$ cat config.mk
export PLATFORM = sky130hd
export DESIGN_NAME = alu_regfile_pipe_flat
export DESIGN_NICKNAME = d
export VERILOG_FILES = /design/src/rtl/alu_regfile_pipe_if.sv /design/src/rtl/alu_regfile_pipe.sv /design/src/flat_wrapper.sv
export SDC_FILE = /design/constraint.sdc
export NUM_CORES = 1
export LEC_CHECK = 0
export CAP_MARGIN = 10
export CORE_UTILIZATION = 40
export CTS_CLUSTER_DIAMETER = 40
export CTS_CLUSTER_SIZE = 8
export DETAILED_ROUTE_END_ITERATION = 8
export GPL_ROUTABILITY_DRIVEN = 0
export PLACE_DENSITY = 0.66
export SLEW_MARGIN = 20
export SYNTH_ARGS = -nofsm -noshare
export SYNTH_HDL_FRONTEND = slang
export SYNTH_SLANG_ARGS = --single-unit
$ cat constraint.sdc
create_clock -name i_clk -period 3.61 [get_ports i_clk]
set_clock_uncertainty 0.15 [all_clocks]
set_input_delay 0.722 -clock i_clk [delete_from_list [all_inputs] [get_ports i_clk]]
set_output_delay 0.722 -clock i_clk [all_outputs]
set_load 0.05 [all_outputs]
$ cat src/rtl/alu_regfile_pipe_if.sv
// Decode-side bus of the execute stage: operation issue, debug read port and writeback results.
// The master drives operations; the slave is the execute datapath.
interface alu_regfile_pipe_if #(
    parameter int WIDTH = 16,
    parameter int NREGS = 16
);
    localparam int AW = $clog2(NREGS);

    logic             in_valid;
    logic             in_ready;
    logic [3:0]       op;
    logic [AW-1:0]    rd;
    logic [AW-1:0]    ra;
    logic [AW-1:0]    rb;
    logic             use_imm;
    logic [WIDTH-1:0] imm;
    logic [AW-1:0]    dbg_sel;
    logic [WIDTH-1:0] dbg_data;
    logic             res_valid;
    logic [WIDTH-1:0] res_data;
    logic [4:0]       flags;

    modport master (
        output in_valid, op, rd, ra, rb, use_imm, imm, dbg_sel,
        input  in_ready, dbg_data, res_valid, res_data, flags
    );

    modport slave (
        input  in_valid, op, rd, ra, rb, use_imm, imm, dbg_sel,
        output in_ready, dbg_data, res_valid, res_data, flags
    );
endinterface

$ cat src/rtl/alu_regfile_pipe.sv
// Two-stage execute datapath: register file with forwarding, single-cycle ALU,
// flags register {N,Z,F,L,C} and a one-bit-per-cycle iterative shifter.
module alu_regfile_pipe #(
    parameter int WIDTH = 16,
    parameter int NREGS = 16
) (
    input  logic                i_clk,
    input  logic                i_rst_n,
    alu_regfile_pipe_if.slave   io_bus
);
    // state  | meaning
    // S_IDLE | no operation held in E
    // S_EXEC | E holds an operation; completes when r_cnt reaches 0
    typedef enum logic {S_IDLE, S_EXEC} state_t;

    localparam int AW  = $clog2(NREGS);
    localparam int SW  = $clog2(WIDTH);
    localparam int NR2 = 1 << AW;
    localparam int MSB = WIDTH - 1;

    localparam logic [3:0] OP_ADD  = 4'd0;
    localparam logic [3:0] OP_ADDC = 4'd1;
    localparam logic [3:0] OP_SUB  = 4'd2;
    localparam logic [3:0] OP_CMP  = 4'd3;
    localparam logic [3:0] OP_AND  = 4'd4;
    localparam logic [3:0] OP_OR   = 4'd5;
    localparam logic [3:0] OP_XOR  = 4'd6;
    localparam logic [3:0] OP_MOV  = 4'd7;
    localparam logic [3:0] OP_SHL  = 4'd8;
    localparam logic [3:0] OP_SHR  = 4'd9;
    localparam logic [3:0] OP_ASR  = 4'd10;

    localparam int FN = 4;
    localparam int FZ = 3;
    localparam int FF = 2;
    localparam int FL = 1;
    localparam int FC = 0;

    // Entries at or above NREGS exist only to pad the array to 2**AW; they are never written.
    localparam logic [NR2-1:0] REG_OK = {NR2{1'b1}} >> (NR2 - NREGS);

    state_t           r_state;
    state_t           w_state_nxt;
    logic [WIDTH-1:0] r_regs [NR2];
    logic [3:0]       r_op;
    logic [AW-1:0]    r_rd;
    logic [WIDTH-1:0] r_a;
    logic [WIDTH-1:0] r_b;
    logic [SW-1:0]    r_cnt;
    logic             r_shifted;
    logic             r_sc;
    logic [4:0]       r_flags;
    logic             r_res_valid;
    logic [WIDTH-1:0] r_res_data;

    logic             w_ready;
    logic             w_accept;
    logic             w_done;
    logic             w_wr;
    logic             w_we;
    logic             w_pulse;
    logic             w_in_shift;
    logic [WIDTH-1:0] w_res;
    logic [WIDTH-1:0] w_opa;
    logic [WIDTH-1:0] w_opb;
    logic [4:0]       w_flags_nxt;
    logic [WIDTH:0]   w_sum;
    logic [WIDTH:0]   w_diff;
    logic             w_add_ovf;
    logic             w_sub_ovf;

    assign w_ready    = !((r_state == S_EXEC) && (r_cnt != '0));
    assign w_accept   = io_bus.in_valid && w_ready;
    assign w_done     = (r_state == S_EXEC) && (r_cnt == '0);
    assign w_we       = w_done && w_wr && REG_OK[r_rd];
    assign w_in_shift = (io_bus.op == OP_SHL) || (io_bus.op == OP_SHR) || (io_bus.op == OP_ASR);

    // Operands bypass the register file when the completing op writes the register being read.
    assign w_opa = (w_we && (r_rd == io_bus.ra)) ? w_res : r_regs[io_bus.ra];
    assign w_opb = io_bus.use_imm ? io_bus.imm :
                   ((w_we && (r_rd == io_bus.rb)) ? w_res : r_regs[io_bus.rb]);

    assign w_sum  = {1'b0, r_a} + {1'b0, r_b} +
                    {{WIDTH{1'b0}}, (r_op == OP_ADDC) & r_flags[FC]};
    assign w_diff = {1'b0, r_a} - {1'b0, r_b};
    assign w_add_ovf = (r_a[MSB] == r_b[MSB]) && (w_sum[MSB] != r_a[MSB]);
    assign w_sub_ovf = (r_a[MSB] != r_b[MSB]) && (w_diff[MSB] != r_a[MSB]);

    always_comb begin
        w_res       = '0;
        w_wr        = 1'b0;
        w_pulse     = 1'b0;
        w_flags_nxt = r_flags;
        case (r_op)
            OP_ADD, OP_ADDC: begin
                w_res           = w_sum[WIDTH-1:0];
                w_wr            = 1'b1;
                w_pulse         = 1'b1;
                w_flags_nxt[FC] = w_sum[WIDTH];
                w_flags_nxt[FF] = w_add_ovf;
            end
            OP_SUB, OP_CMP: begin
                w_res           = w_diff[WIDTH-1:0];
                w_wr            = (r_op == OP_SUB);
                w_pulse         = 1'b1;
                w_flags_nxt[FC] = w_diff[WIDTH];
                w_flags_nxt[FF] = w_sub_ovf;
                w_flags_nxt[FL] = w_diff[MSB] ^ w_sub_ovf;
            end
            OP_AND: begin
                w_res   = r_a & r_b;
                w_wr    = 1'b1;
                w_pulse = 1'b1;
            end
            OP_OR: begin
                w_res   = r_a | r_b;
                w_wr    = 1'b1;
                w_pulse = 1'b1;
            end
            OP_XOR: begin
                w_res   = r_a ^ r_b;
                w_wr    = 1'b1;
                w_pulse = 1'b1;
            end
            OP_MOV: begin
                w_res   = r_b;
                w_wr    = 1'b1;
                w_pulse = 1'b1;
            end
            OP_SHL, OP_SHR, OP_ASR: begin
                w_res   = r_a;
                w_wr    = 1'b1;
                w_pulse = 1'b1;
                if (r_shifted) begin
                    w_flags_nxt[FC] = r_sc;
                end
            end
            default: begin
            end
        endcase
        if (w_pulse && (r_op != OP_MOV)) begin
            w_flags_nxt[FZ] = (w_res == '0);
            w_flags_nxt[FN] = w_res[MSB];
        end
    end

    always_comb begin
        w_state_nxt = r_state;
        case (r_state)
            S_IDLE: if (w_accept) w_state_nxt = S_EXEC;
            S_EXEC: if (w_done && !w_accept) w_state_nxt = S_IDLE;
            default: w_state_nxt = S_IDLE;
        endcase
    end

    always_ff @(posedge i_clk or negedge i_rst_n) begin
        if (!i_rst_n) begin
            r_state <= S_IDLE;
        end else begin
            r_state <= w_state_nxt;
        end
    end

    always_ff @(posedge i_clk or negedge i_rst_n) begin
        if (!i_rst_n) begin
            for (int i = 0; i < NR2; i++) begin
                r_regs[i] <= '0;
            end
            r_op        <= '0;
            r_rd        <= '0;
            r_a         <= '0;
            r_b         <= '0;
            r_cnt       <= '0;
            r_shifted   <= 1'b0;
            r_sc        <= 1'b0;
            r_flags     <= '0;
            r_res_valid <= 1'b0;
            r_res_data  <= '0;
        end else begin
            r_res_valid <= w_done && w_pulse;
            if (w_done && w_pulse) begin
                r_res_data <= w_res;
                r_flags    <= w_flags_nxt;
            end
            if (w_we) begin
                r_regs[r_rd] <= w_res;
            end
            if (w_accept) begin
                r_op      <= io_bus.op;
                r_rd      <= io_bus.rd;
                r_a       <= w_opa;
                r_b       <= w_opb;
                r_cnt     <= w_in_shift ? w_opb[SW-1:0] : '0;
                r_shifted <= w_in_shift && (w_opb[SW-1:0] != '0);
                r_sc      <= 1'b0;
            end else if ((r_state == S_EXEC) && (r_cnt != '0)) begin
                r_cnt <= r_cnt - 1'b1;
                case (r_op)
                    OP_SHL: begin
                        r_a  <= {r_a[MSB-1:0], 1'b0};
                        r_sc <= r_a[MSB];
                    end
                    OP_SHR: begin
                        r_a  <= {1'b0, r_a[MSB:1]};
                        r_sc <= r_a[0];
                    end
                    OP_ASR: begin
                        r_a  <= {r_a[MSB], r_a[MSB:1]};
                        r_sc <= r_a[0];
                    end
                    default: begin
                    end
                endcase
            end
        end
    end

    assign io_bus.in_ready  = w_ready;
    assign io_bus.dbg_data  = r_regs[io_bus.dbg_sel];
    assign io_bus.res_valid = r_res_valid;
    assign io_bus.res_data  = r_res_data;
    assign io_bus.flags     = r_flags;

endmodule
$ cat src/flat_wrapper.sv
// flat-port wrapper written by rule: the top's interface ports become plain ports
module alu_regfile_pipe_flat 
#(
    parameter int WIDTH = 16,
    parameter int NREGS = 16
)
  (i_clk, i_rst_n, io_bus_in_valid, io_bus_op, io_bus_rd, io_bus_ra, io_bus_rb, io_bus_use_imm, io_bus_imm, io_bus_dbg_sel, io_bus_in_ready, io_bus_dbg_data, io_bus_res_valid, io_bus_res_data, io_bus_flags);
  alu_regfile_pipe_if #(.WIDTH(WIDTH), .NREGS(NREGS)) io_bus_i ();
  input  logic i_clk;
  input  logic i_rst_n;
  input wire logic [$bits(io_bus_i.in_valid)-1:0] io_bus_in_valid;
  input wire logic [$bits(io_bus_i.op)-1:0] io_bus_op;
  input wire logic [$bits(io_bus_i.rd)-1:0] io_bus_rd;
  input wire logic [$bits(io_bus_i.ra)-1:0] io_bus_ra;
  input wire logic [$bits(io_bus_i.rb)-1:0] io_bus_rb;
  input wire logic [$bits(io_bus_i.use_imm)-1:0] io_bus_use_imm;
  input wire logic [$bits(io_bus_i.imm)-1:0] io_bus_imm;
  input wire logic [$bits(io_bus_i.dbg_sel)-1:0] io_bus_dbg_sel;
  output wire logic [$bits(io_bus_i.in_ready)-1:0] io_bus_in_ready;
  output wire logic [$bits(io_bus_i.dbg_data)-1:0] io_bus_dbg_data;
  output wire logic [$bits(io_bus_i.res_valid)-1:0] io_bus_res_valid;
  output wire logic [$bits(io_bus_i.res_data)-1:0] io_bus_res_data;
  output wire logic [$bits(io_bus_i.flags)-1:0] io_bus_flags;
  assign io_bus_i.in_valid = io_bus_in_valid;
  assign io_bus_i.op = io_bus_op;
  assign io_bus_i.rd = io_bus_rd;
  assign io_bus_i.ra = io_bus_ra;
  assign io_bus_i.rb = io_bus_rb;
  assign io_bus_i.use_imm = io_bus_use_imm;
  assign io_bus_i.imm = io_bus_imm;
  assign io_bus_i.dbg_sel = io_bus_dbg_sel;
  assign io_bus_in_ready = io_bus_i.in_ready;
  assign io_bus_dbg_data = io_bus_i.dbg_data;
  assign io_bus_res_valid = io_bus_i.res_valid;
  assign io_bus_res_data = io_bus_i.res_data;
  assign io_bus_flags = io_bus_i.flags;
  alu_regfile_pipe #(.WIDTH(WIDTH), .NREGS(NREGS)) u_core (.i_clk(i_clk), .i_rst_n(i_rst_n), .io_bus(io_bus_i));
endmodule
==> results.json, run 1 <==
{
  "status": "finished with violations",
  "violations": "setup timing",
  "post-route-min-period_ns": 3.90,
  "grt_max_degree": 70,
  "drv_slew": 0,
  "clk_path_buf_depth": 3,
  "whs_ns": 0.336,
  "synth-simple-area-share": 0.109,
  "clkLatencyLatePin_ns": 0.62,
  "final_area_um2": 26300,
  "synth_top_family_by_area": "multiplexers",
  "cts_tree": "yes",
  "routed_wl_mm": 70.9,
  "synth-edff-count": 0,
  "cts.clk_slew.worst_paths_ns": 0.05,
  "path_class": "register to register",
  "die_area_um2": 53900,
  "ys_seq_elements": 325,
  "tns_ns": -9.97,
  "ant_nets": 0,
  "fin_total_pwr_mw": 24.1,
  "area_growth_pct": 23.9,
  "cts_max_level": 2,
  "numClockSinks": 325,
  "core_area_um2": 52400,
  "dp_hpwl_mm": 45.6,
  "worst_pin_slew_ns": 0.953,
  "yosys-top-cells-area": "dfrtp_1 (38%), mux4_2 (26%), a21oi_1 (5.3%), nor2_1 (4.4%), o21ai_0 (4.0%)",
  "fin_cells": 2844,
  "syn-num-nets": 2078,
  "setup-violations-final": 79,
  "ys_warn_count": 0,
  "drc": 0,
  "synthAdderAreaFrac": 0.0327,
  "grt_pass1_wl_mm": 108,
  "finalHoldViolations": 0,
  "drive_above_1_share": 0.314,
  "grt.total_usage": 0.264,
  "netlist-cell-type-count": 86,
  "start_util": 0.404,
  "min_path_type": "register to register",
  "worstHoldStart": "u_core.r_sc",
  "power.leakage_nw": 10.9,
  "avgRoutedWirePerCell_um": 24.9,
  "firstDrtPassIters": 5,
  "maxCapViolCount": 0,
  "io_pins": 79,
  "netlist_area_um2": 21200,
  "synthArstFlopShare": 1.00,
  "die_h_um": 232,
  "synth_top_area_frac": 0.384,
  "rsz0062_at_grt": "yes",
  "drtIter0Drc": 1919,
  "rows": 84,
  "synth.largest_area_cell": "dfrtp_1",
  "antenna_cells": 0,
  "fmax_mhz": 256,
  "r2r-start": "u_core.r_a[4]",
  "required_ns": 3.94,
  "dp_cells": 2719,
  "syn_area_per_cell_um2": 10.7,
  "ir_drop_uv": 529,
  "yosys.area_share.xor_xnor": 0.00578,
  "via_per_inst": 6.29,
  "placement.io_buffers": 78,
  "critPathLaunch": "u_core.r_a[4]",
  "max-slew-margin-rel": 0.348,
  "fin_ws_ns": -0.289,
  "syn_inst": 1985,
  "synth_mux_area_frac": 0.268,
  "place_area_um2": 23600,
  "worstSetupEndpointType": "register",
  "fp.dieW_um": 232,
  "worstSetupStartpointType": "register",
  "grt_overflow": 0,
  "post-route-period-util": 1.08,
  "root_buffer": "clkbuf_16",
  "cts_buffers": 57,
  "synth_ff_type": "dfrtp_1",
  "synth_compound_area_frac": 0.152,
  "arrival_ns": 4.23,
  "cp_max_fo": 5,
  "n_fill_cell": 4469,
  "ys_seq_area_frac": 0.384,
  "num-nets-final": 2218,
  "vias": 17900,
  "p_per_area_nw_per_um2": 918,
  "grt_antenna_before_repair": 0,
  "grt_pass1_vias": 17800
}
-- layer usage --
| layer | up-vias | part of all wire | GRT usage | wire, um |
|---|---|---|---|---|
| met5 | - | 0 | 0 | 0 |
| met4 | 0 | 0.043 | 0.126 | 3030 |
| met3 | 204 | 0.090 | 0.0584 | 6380 |
| met2 | 966 | 0.48 | 0.419 | 33800 |
| met1 | 9042 | 0.39 | 0.344 | 27600 |
| li1 | 7683 | - | - | - |
-- layout make-up --
class | instances | area (um^2) | share of cell area
clock inverter | 21 | 303 | 0.0115
sequential | 325 | 8130 | 0.310
clock buffer | 69 | 1520 | 0.0579
tap | 688 | 861 | 0.0328
multi-input combinational | 1416 | 12600 | 0.481
timing repair buffer | 272 | 2610 | 0.0993
inverter | 53 | 199 | 0.00758
-- power by group --
group / total (mW) / switching (mW) / internal, mW
combinational: 12.9 / 7.23 / 5.65
clock: 5.20 / 1.88 / 3.31
sequential: 6.01 / 1.17 / 4.84
total: 24.1 / 10.3 / 13.8
-- cells in the mapped netlist, drive strengths merged (8+ instances only) --
library cell / n
a21o: 8
a21oi: 227
a22oi: 9
a31oi: 9
buf: 75
clkbuf: 116
dfrtp: 325
ha: 49
inv: 52
mux2i: 18
mux4: 243
nand2: 189
nand2b: 28
nand3: 15
nor2: 251
nor2b: 9
nor3: 17
o21ai: 175
o221ai: 13
o22ai: 11
o31a: 13
o31ai: 9
xnor2: 12
-- sequential cells by signal (all words and copies together), names as in the netlist, 4 cells and up --
| register | count |
|---|---|
| u_core.r_a | 16 |
| u_core.r_rd | 4 |
| u_core.io_bus.flags | 5 |
| u_core.r_cnt | 4 |
| u_core.r_op | 4 |
| u_core.r_regs | 256 |
| u_core.io_bus.res_data | 16 |
| u_core.r_b | 16 |
-- cells by family (layout without fill, tap and decap cells) --
| kind of cell | count (synthesis) | in the layout |
|---|---|---|
| buffers and inverters | 244 | 415 |
| adder cells (fa/ha/maj) | 53 | 53 |
| AND/OR/NAND/NOR | 542 | 542 |
| AO/OA/AOI/OAI | 544 | 544 |
| multiplexers | 263 | 263 |
| XOR/XNOR | 14 | 14 |
| flip-flops | 325 | 325 |
-- worst max-delay path, stage by stage (launching register included) --
cell and delay (ns):
dfrtp_1 0.38, inv_2 0.06, ha_4 0.33, nor2b_4 0.06, nor3_4 0.23, a2111oi_4 0.11, o31ai_2 0.33, o21bai_1 0.12
a21oi_1 0.13, nor2_1 0.05, o21ai_1 0.14, nand2b_1 0.09, fa_1 0.47, a22oi_1 0.21, o211ai_1 0.12, a21oi_1 0.13
o211a_2 0.26, buf_4 0.14, buf_4 0.09, a21oi_1 0.05, nor2_1 0.08, a21oi_1 0.05
-- through the flow --
step                setup WS (ns)  utilization
finish                     -0.289        0.501
CTS                        -0.203        0.490
global placement           -0.259        0.449
global route               -0.501        0.501
floorplan                 -0.0916            -
detailed placement         -0.376        0.449
-- path summary, 6_finish.rpt --
kind | end | slack (ns) | cells after the start
hold / removal | u_core.r_sc | 0.34 | 2
max in group asynchronous | u_core.io_bus.flags[2] | 1.95 | 3
hold reg to reg | u_core.r_sc | 0.34 | 2
setup / recovery | u_core.r_a[15] | -0.29 | 21
min in group asynchronous | u_core.io_bus.res_data[11] | 0.50 | 2
setup reg to reg | u_core.r_a[15] | -0.29 | 21
-- cell usage in the layout, fill, tap and decap left out, types with 14 or more instances in the layout --
master           count
ha_1                43
buf_4              172
o21ai_0            124
nor3_1              14
nor2_1             237
mux4_2             243
clkbuf_16           59
nand2_1            185
nand2b_1            25
clkdlybuf4s50_1     53
o21ai_1             30
o21ai_2             21
a21oi_1            189
mux2i_1             18
buf_12              24
dfrtp_1            325
inv_1               47
a21oi_2             33
-- repair_timing --
item	4_1_cts	5_1_grt
pin swaps	18	47
endpoints found under the setup margin	64	133
endpoints found under the hold margin	63	0
buffers inserted	8	21
resized for setup	46	120
hold buffers	1	0
gates cloned	4	2
Note: power is estimated with default switching activity, not from simulation.
==> run 2, diff against run 1 <==
--- a/config.mk
+++ b/config.mk
@@ -8,10 +8,10 @@
 export CAP_MARGIN = 10
 export CORE_UTILIZATION = 40
 export CTS_CLUSTER_DIAMETER = 40
-export CTS_CLUSTER_SIZE = 8
+export CTS_CLUSTER_SIZE = 30
 export DETAILED_ROUTE_END_ITERATION = 8
 export GPL_ROUTABILITY_DRIVEN = 0
-export PLACE_DENSITY = 0.66
+export HOLD_SLACK_MARGIN = 0.06
 export SLEW_MARGIN = 20
 export SYNTH_ARGS = -nofsm -noshare
 export SYNTH_HDL_FRONTEND = slang
==> run 2 against run 1 <==
  * Final cell count rose by 0.18%
  * Critical path type unchanged
  * The flow still finishes with violations (setup timing)
  * Maximum frequency rose by 2.2%
  * Via count fell by 0.60%
  * Utilization rose by 0.10 points
  * First-iteration DRC count fell by 6.6%
  * Final area rose by 0.20%
  * Global-route usage rose by 0.57 points
  * Critical path depth fell by 2
==> results.json, run 2 (synthesis results as in run 1) <==
{
  "post-route-period-util": 1.06,
  "path_cells": "inv_1 > ha_1 > nor2b_1 > nor2_1 > o221ai_1 > o31ai_2 > o21bai_1 > a21oi_1 > nor2_1 > o21ai_1 > nand2b_1 > fa_1 > a22oi_1 > o211ai_1 > a21oi_1 > o211a_2 > buf_6 > buf_6 > o21ai_0",
  "firstDrtPassIters": 7,
  "io_pins": 79,
  "layout_commonest_cell": "dfrtp_1",
  "cts.clk_slew.worst_paths_ns": 0.06,
  "die_h_um": 232,
  "cts_buffers": 54,
  "post-route-min-period_ns": 3.81,
  "ir_drop_uv": 481,
  "p_per_area_nw_per_um2": 915,
  "grt_max_degree": 84,
  "fmax_mhz": 262,
  "final_area_um2": 26300,
  "violations": "setup timing",
  "via_per_inst": 6.24,
  "dp_hpwl_mm": 46.6,
  "numClockSinks": 325,
  "final_cell_mix": "dfrtp_1 (325), mux4_2 (243), nor2_1 (237), a21oi_1 (204), nand2_1 (186)",
  "cpMaxStageDelayCell": "fa_1",
  "core_area_um2": 52400,
  "top_register": "u_core.r_regs",
  "antenna_cells": 0,
  "start_util": 0.404,
  "worstSetupEndpointType": "register",
  "largest_reg_flops": 256,
  "clk_path_buf_depth": 3,
  "place_area_um2": 23700,
  "grt.total_usage": 0.270,
  "finalHoldViolations": 0,
  "num-nets-final": 2210,
  "fin_ws_ns": -0.204,
  "grt_overflow": 0,
  "n_fill_cell": 4603,
  "status": "finished with violations",
  "required_ns": 3.90,
  "drtIter0Drc": 1792,
  "fin_total_pwr_mw": 24.1,
  "max-slew-margin-rel": 0.446,
  "cts_max_level": 2,
  "root_buffer": "clkbuf_16",
  "routed_wl_mm": 71.0,
  "path_class": "register to register",
  "ant_nets": 0,
  "drc": 0,
  "rsz0062_at_grt": "yes",
  "cp_max_fo": 7,
  "drv_slew": 0,
  "grt_antenna_before_repair": 0,
  "clkLatencyLatePin_ns": 0.61,
  "vias": 17800,
  "cts_tree": "yes",
  "min_path_type": "register to register",
  "area_growth_pct": 24.1,
  "drive_above_1_share": 0.302,
  "power.leakage_nw": 11.0,
  "avgRoutedWirePerCell_um": 24.9,
  "grt_pass1_vias": 18100,
  "grt_pass1_wl_mm": 110,
  "setup-violations-final": 41,
  "worstSetupStartpointType": "register",
  "slowest_delay_ns": 0.47,
  "fp.dieW_um": 232,
  "die_area_um2": 53900,
  "worst_pin_slew_ns": 0.828,
  "maxCapViolCount": 0,
  "arrival_ns": 4.10,
  "placement.io_buffers": 78,
  "rows": 84
}
run 2: where the power goes:
| group | switching [mW] | internal, mW |
|---|---|---|
| Clock | 2.00 | 3.58 |
| Sequential | 1.16 | 4.83 |
| Combinational | 6.92 | 5.58 |
| Total | 10.1 | 14.0 |
run 2: worst max-delay path, delay by kind of cell, from the launching register on:
kind,cells,cell delay (ns)
AO/OA/AOI/OAI,10,1.65
adder cells (fa/ha/maj),2,0.69
AND/OR/NAND/NOR,4,0.45
buffers and inverters,3,0.35
flip-flops,1,0.34
run 2: per-layer routing:
metal | wire length, um | vias to the layer above | global-route usage
met4 | 3950 | 0 | 0.137
met5 | 0 | - | 0
met1 | 27900 | 8968 | 0.351
met3 | 5700 | 249 | 0.0511
li1 | - | 7662 | -
met2 | 33400 | 908 | 0.431
run 2: timing repair:
item                                    in CTS  in global routing
pin swaps                                   38                 22
buffers inserted                            14                 12
hold endpoints to repair                    67                  0
resized for setup                           48                 37
hold buffers                                 1                  0
cloned                                       3                  0
endpoints found under the setup margin      56                104
run 2: path summary, 6_finish.rpt:
check / start / endpoint / slack (ns) / cells past startpoint
setup / recovery: u_core.r_b[8] / u_core.r_regs[127] / -0.20 / 19
hold / removal: u_core.r_shifted / u_core.r_shifted / 0.35 / 1
setup reg to reg: u_core.r_b[8] / u_core.r_regs[127] / -0.20 / 19
hold reg to reg: u_core.r_shifted / u_core.r_shifted / 0.35 / 1
max in group asynchronous: i_rst_n / u_core.r_regs[187] / 1.78 / 3
min in group asynchronous: i_rst_n / u_core.r_regs[26] / 0.52 / 2
run 2: through the flow:
| step | utilization | TNS [ns] | worst slack [ns] | cells | hold WS (ns) |
|---|---|---|---|---|---|
| after detailed placement | 0.453 | -7.61 | -0.298 | 2720 | 0.337 |
| final | 0.502 | -4.16 | -0.204 | 2849 | 0.349 |
| after global routing | 0.502 | -10.73 | -0.334 | 2849 | 0.372 |
| after floorplan | - | -0.624 | -0.0916 | 1985 | 0.276 |
| after global placement | 0.453 | -5.04 | -0.219 | 2720 | 0.330 |
| after CTS | 0.497 | -3.17 | -0.202 | 2837 | 0.348 |
run 2: cell type report:
class                      count  area [um^2]  share of cell area
clock inverter                39          534              0.0203
clock buffer                  61         1430              0.0543
inverter                      53          199             0.00756
timing repair buffer         267         2690               0.102
tap                          688          861              0.0327
multi-input combinational   1416        12500               0.474
sequential                   325         8130               0.309
